===== config.mk =====
export PLATFORM = sky130hd
export DESIGN_NAME = mul_div_unit
export DESIGN_NICKNAME = d
export VERILOG_FILES = /design/src/rtl/mul_div_unit.sv
export SDC_FILE = /design/constraint.sdc
export NUM_CORES = 1
export LEC_CHECK = 0
export ABC_AREA = 1
export CAP_MARGIN = 20
export CORE_UTILIZATION = 50
export DETAILED_ROUTE_END_ITERATION = 8
export GPL_ROUTABILITY_DRIVEN = 0
export PLACE_DENSITY = 0.85
export SYNTH_ARGS = -nofsm -noshare
export SYNTH_HDL_FRONTEND = slang
export SYNTH_SLANG_ARGS = --single-unit
export TNS_END_PERCENT = 20

===== constraint.sdc =====
create_clock -name clock -period 2.7 [get_ports clock]
set_input_delay 0.54 -clock clock [delete_from_list [all_inputs] [get_ports clock]]
set_output_delay 0.54 -clock clock [all_outputs]
set_load 0.05 [all_outputs]

===== src/rtl/mul_div_unit.sv =====
// Iterative unsigned MUL AB / DIV AB unit for the 8051 core.
// Shift-add multiply and restoring divide, one bit per clock.
module mul_div_unit #(
  parameter int DATA_W = 8
) (
  input  logic              clock,
  input  logic              reset,
  input  logic              start,
  input  logic              op,
  input  logic [DATA_W-1:0] src_a,
  input  logic [DATA_W-1:0] src_b,
  output logic              busy,
  output logic              done,
  output logic              wr_ab,
  output logic [DATA_W-1:0] res_a,
  output logic [DATA_W-1:0] res_b,
  output logic              ov,
  output logic              cy
);

  localparam int W  = DATA_W;
  localparam int CW = (W > 1) ? $clog2(W) : 1;

  typedef enum logic [1:0] {IDLE, CALC, DONE} state_t;

  state_t         state_q;
  logic           op_q;
  logic [W-1:0]   opnd_q;
  logic [2*W:0]   acc_q;
  logic [2*W:0]   acc_d;
  logic [CW-1:0]  cnt_q;

  logic [W:0]     hi_sum;
  logic [W:0]     rem_sh;
  logic           ge;
  logic [W-1:0]   diff;

  // MUL: {hi, multiplier}; DIV: {rem, quo} with quo preloaded by dividend
  always_comb begin
    acc_d  = acc_q;
    hi_sum = '0;
    rem_sh = '0;
    ge     = 1'b0;
    diff   = '0;
    if (!op_q) begin
      hi_sum = acc_q[2*W:W] + (acc_q[0] ? {1'b0, opnd_q} : '0);
      acc_d  = {hi_sum, acc_q[W-1:0]} >> 1;
    end else begin
      rem_sh = acc_q[2*W-1:W-1];
      ge     = rem_sh >= {1'b0, opnd_q};
      diff   = rem_sh[W-1:0] - opnd_q;
      if (ge)
        acc_d = {1'b0, diff, acc_q[W-2:0], 1'b1};
      else
        acc_d = {1'b0, rem_sh[W-1:0], acc_q[W-2:0], 1'b0};
    end
  end

  assign wr_ab = done;

  always_ff @(posedge clock or negedge reset) begin
    if (!reset) begin
      state_q <= IDLE;
      op_q    <= 1'b0;
      opnd_q  <= '0;
      acc_q   <= '0;
      cnt_q   <= '0;
      busy    <= 1'b0;
      done    <= 1'b0;
      res_a   <= '0;
      res_b   <= '0;
      ov      <= 1'b0;
      cy      <= 1'b0;
    end else begin
      done <= 1'b0;
      unique case (state_q)
        IDLE: begin
          if (start) begin
            op_q  <= op;
            cnt_q <= '0;
            if (op) begin
              opnd_q <= src_b;
              acc_q  <= {{(W+1){1'b0}}, src_a};
            end else begin
              opnd_q <= src_a;
              acc_q  <= {{(W+1){1'b0}}, src_b};
            end
            if (op && src_b == '0) begin
              state_q <= DONE;
            end else begin
              state_q <= CALC;
              busy    <= 1'b1;
            end
          end
        end
        CALC: begin
          acc_q <= acc_d;
          cnt_q <= cnt_q + 1'b1;
          if (cnt_q == CW'(W-1)) begin
            state_q <= DONE;
            busy    <= 1'b0;
          end
        end
        DONE: begin
          done    <= 1'b1;
          state_q <= IDLE;
          res_a   <= acc_q[W-1:0];
          res_b   <= acc_q[2*W-1:W];
          ov      <= op_q ? (opnd_q == '0) : (|acc_q[2*W-1:W]);
          cy      <= 1'b0;
        end
        default: state_q <= IDLE;
      endcase
    end
  end

endmodule


==> flow_metrics.env <==
export IMPL_drtPass1Iterations=5
export IMPL_cap_violations=0
export IMPL_antennaDiodeCount=0
export IMPL_grt_pass1_wl_um=13000
export IMPL_synth_seq_cells=49
export IMPL_place_detailed_hpwl_um=6170
export IMPL_yosysUniqueCellTypes=32
export IMPL_grt_ovfl_total=0
export IMPL_min_period_ns=2.09
export IMPL_cts_root_buf="clkbuf_8"
export IMPL_grt_setup_unrepaired="no"
export IMPL_die_x_um=83.1
export IMPL_crit_start="acc_q[0]$_DFFE_PN0P_"
export IMPL_yosysWarnings=0
export IMPL_vias_per_cell=5.62
export IMPL_syn_avg_cell_area_um2=7.26
export IMPL_period_share_pct=77.5
export IMPL_critical_path_max_fanout=10
export IMPL_path_class="reg2reg"
export IMPL_cts_hold_buf=0
export IMPL_grt_max_degree=33
export IMPL_synthCells=453
export IMPL_ys_flop_type="dfrtp_1"
export IMPL_coreArea_um2=6350
export IMPL_nets=525
export IMPL_synth_area_um2=3290
export IMPL_cts_tree="done"
export IMPL_max_freq_mhz=478
export IMPL_cts_buffers=5
export IMPL_synthTopCellsByArea="dfrtp_1 (37%), nand2_1 (13%), inv_1 (8.2%)"
export IMPL_clock_sinks=49
export IMPL_cts_resized=0
export IMPL_synth_edf_count=0
export IMPL_rows=29
export IMPL_clock_path_buffers=2
export IMPL_clkTransAtPathRegs_ns=0.10
export IMPL_drt_initial_drc_count=329
export IMPL_vias=3162
export IMPL_syn_num_nets=493
export IMPL_synth_largest_area_cell="dfrtp_1"
export IMPL_worst_endpoint_arrival_ns=2.31
export IMPL_ant_nets=0
export IMPL_cts_setup_buffers=0
export IMPL_grt_pass1_vias=2819
export IMPL_clock_latency_ns=0.32
export IMPL_hold_viol=0
export IMPL_worstHoldPathType="in2async"
export IMPL_drc=0
export IMPL_start_util_pct=51.8
export IMPL_yosys_area_top_type_share_pct=37.3
export IMPL_worst_pin_slew_ns=0.743
export IMPL_grtUsageTotal_pct=23.4
export IMPL_relSlewSlack_pct=50.4
export IMPL_yosysMostFrequentCell="nand2_1"
export IMPL_start_kind="flop"
export IMPL_grt_antenna_before_repair=0
export IMPL_drv_slew=0
export IMPL_htree_levels=2
export IMPL_ys_async_sr_fraction_pct=100
export IMPL_wire_per_inst_um=14.0
export IMPL_drt_wl_total_um=7860
export IMPL_die_h_um=83.1
export IMPL_fin_skew_ns=0.0104
export IMPL_die_area_um2=6900
export IMPL_synth_common_cells="nand2_1 (118), inv_1 (72), dfrtp_1 (49)"
export IMPL_worstReg2RegStart="acc_q[0]$_DFFE_PN0P_"
export IMPL_drive_gt1_share_pct=4.94
export IMPL_io_pins=41
export IMPL_outcome="complete, no violations"
export IMPL_setup_violations_final=0
export IMPL_fin_tns_setup_ns=0
export IMPL_endpoint_kind="flop"
export IMPL_seq_area_frac_synth_pct=37.3
export IMPL_syn2layout_area_growth_pct=15.3
export IMPL_required_ns=2.92
export IMPL_io_buffer_count=39
export IMPL_num_fill_cells=538
## registers in the layout (all words and copies together), names as in the netlist
register / cells
cnt_q: 3
op_q: 1
acc_q: 16
busy: 1
res_b: 8
ov: 1
done: 1
opnd_q: 8
state_q: 2
res_a: 8
## cell usage in the layout, fill, tap and decap left out, drive strengths merged
| master | n |
|---|---|
| ha | 18 |
| clkbuf | 5 |
| xor2 | 3 |
| a22o | 2 |
| dfrtp | 49 |
| a31oi | 7 |
| nor3 | 2 |
| nor4 | 2 |
| inv | 77 |
| o22ai | 1 |
| nand3 | 31 |
| o21ai | 42 |
| clkinvlp | 2 |
| fa | 2 |
| nand3b | 3 |
| nand2 | 121 |
| xnor2 | 3 |
| nand4 | 17 |
| or2 | 1 |
| conb | 1 |
| clkdlybuf4s50 | 38 |
| o211ai | 8 |
| buf | 4 |
| a21oi | 24 |
| and2 | 1 |
| nor2 | 21 |
| a211oi | 1 |
## path summary, 6_finish.rpt
| check | slack, ns | endpoint | depth (start not counted) |
|---|---|---|---|
| worst max-delay path | 0.61 | acc_q[11]$_DFFE_PN0P_ | 12 |
| worst min-delay path | 0.14 | done$_DFF_PN0_ | 1 |
| worst max register to register | 0.61 | acc_q[11]$_DFFE_PN0P_ | 12 |
| worst min register to register | 0.49 | res_a[4]$_DFFE_PN0P_ | 2 |
| max in group asynchronous | 1.96 | res_b[5]$_DFFE_PN0P_ | 2 |
| min in group clock | 0.49 | res_a[4]$_DFFE_PN0P_ | 2 |
## critical path, stage by stage (launching register included)
cell,delay [ns]
dfrtp_1,0.51
nand2_1,0.10
inv_1,0.07
ha_1,0.19
inv_1,0.07
fa_1,0.40
inv_1,0.09
nand3_1,0.08
nand3_1,0.13
xnor2_1,0.13
a21oi_1,0.08
nand3_1,0.10
nand2_1,0.05
## routing by layer
metal / wire length (µm) / part of all wire (%) / up-vias / global-route usage (%)
li1: - / - / 1542 / -
met1: 3480 / 44 / 1477 / 30.9
met2: 3760 / 48 / 129 / 38.4
met3: 453 / 5.8 / 14 / 4.67
met4: 155 / 2.0 / 0 / 7.84
met5: 0 / 0 / - / 0
## area by class of cell
class	instances	area [µm²]	area share (%)
Clock buffer	5	68.8	1.82
Clock inverter	3	26.3	0.693
Inverter	76	285	7.53
Multi-Input combinational cell	311	1680	44.3
Sequential cell	49	1230	32.4
Tap cell	77	96.3	2.54
Timing Repair Buffer	42	408	10.8
## stage by stage
| stage | hold slack (ns) | util [%] | area, µm² | std cells | setup WS [ns] |
|---|---|---|---|---|---|
| after floorplan | 0.244 | - | 3290 | 453 | 0.768 |
| after global placement | 0.464 | 58.2 | 3690 | 555 | 0.628 |
| after detailed placement | 0.472 | 58.2 | 3690 | 555 | 0.582 |
| after CTS | 0.155 | 59.7 | 3790 | 563 | 0.624 |
| after global routing | 0.158 | 59.7 | 3790 | 563 | 0.389 |
| final | 0.138 | 59.7 | 3790 | 563 | 0.608 |
## kinds of logic (layout without fill, tap and decap cells)
family | after synthesis | in the layout | share of synthesized area, %
AOI/OAI and AO/OA | 85 | 85 | 14.3
DFF | 49 | 49 | 37.3
buffers and inverters | 93 | 126 | 11.6
xor gates and xnor gates | 6 | 6 | 1.60
and+or+nand+nor | 199 | 199 | 27.0
other | 1 | 1 | 0.114
adders and majority gates | 20 | 20 | 8.07
Power is not shown: default switching activity piles up to over one toggle a cycle in this logic, so the estimate is an artifact.
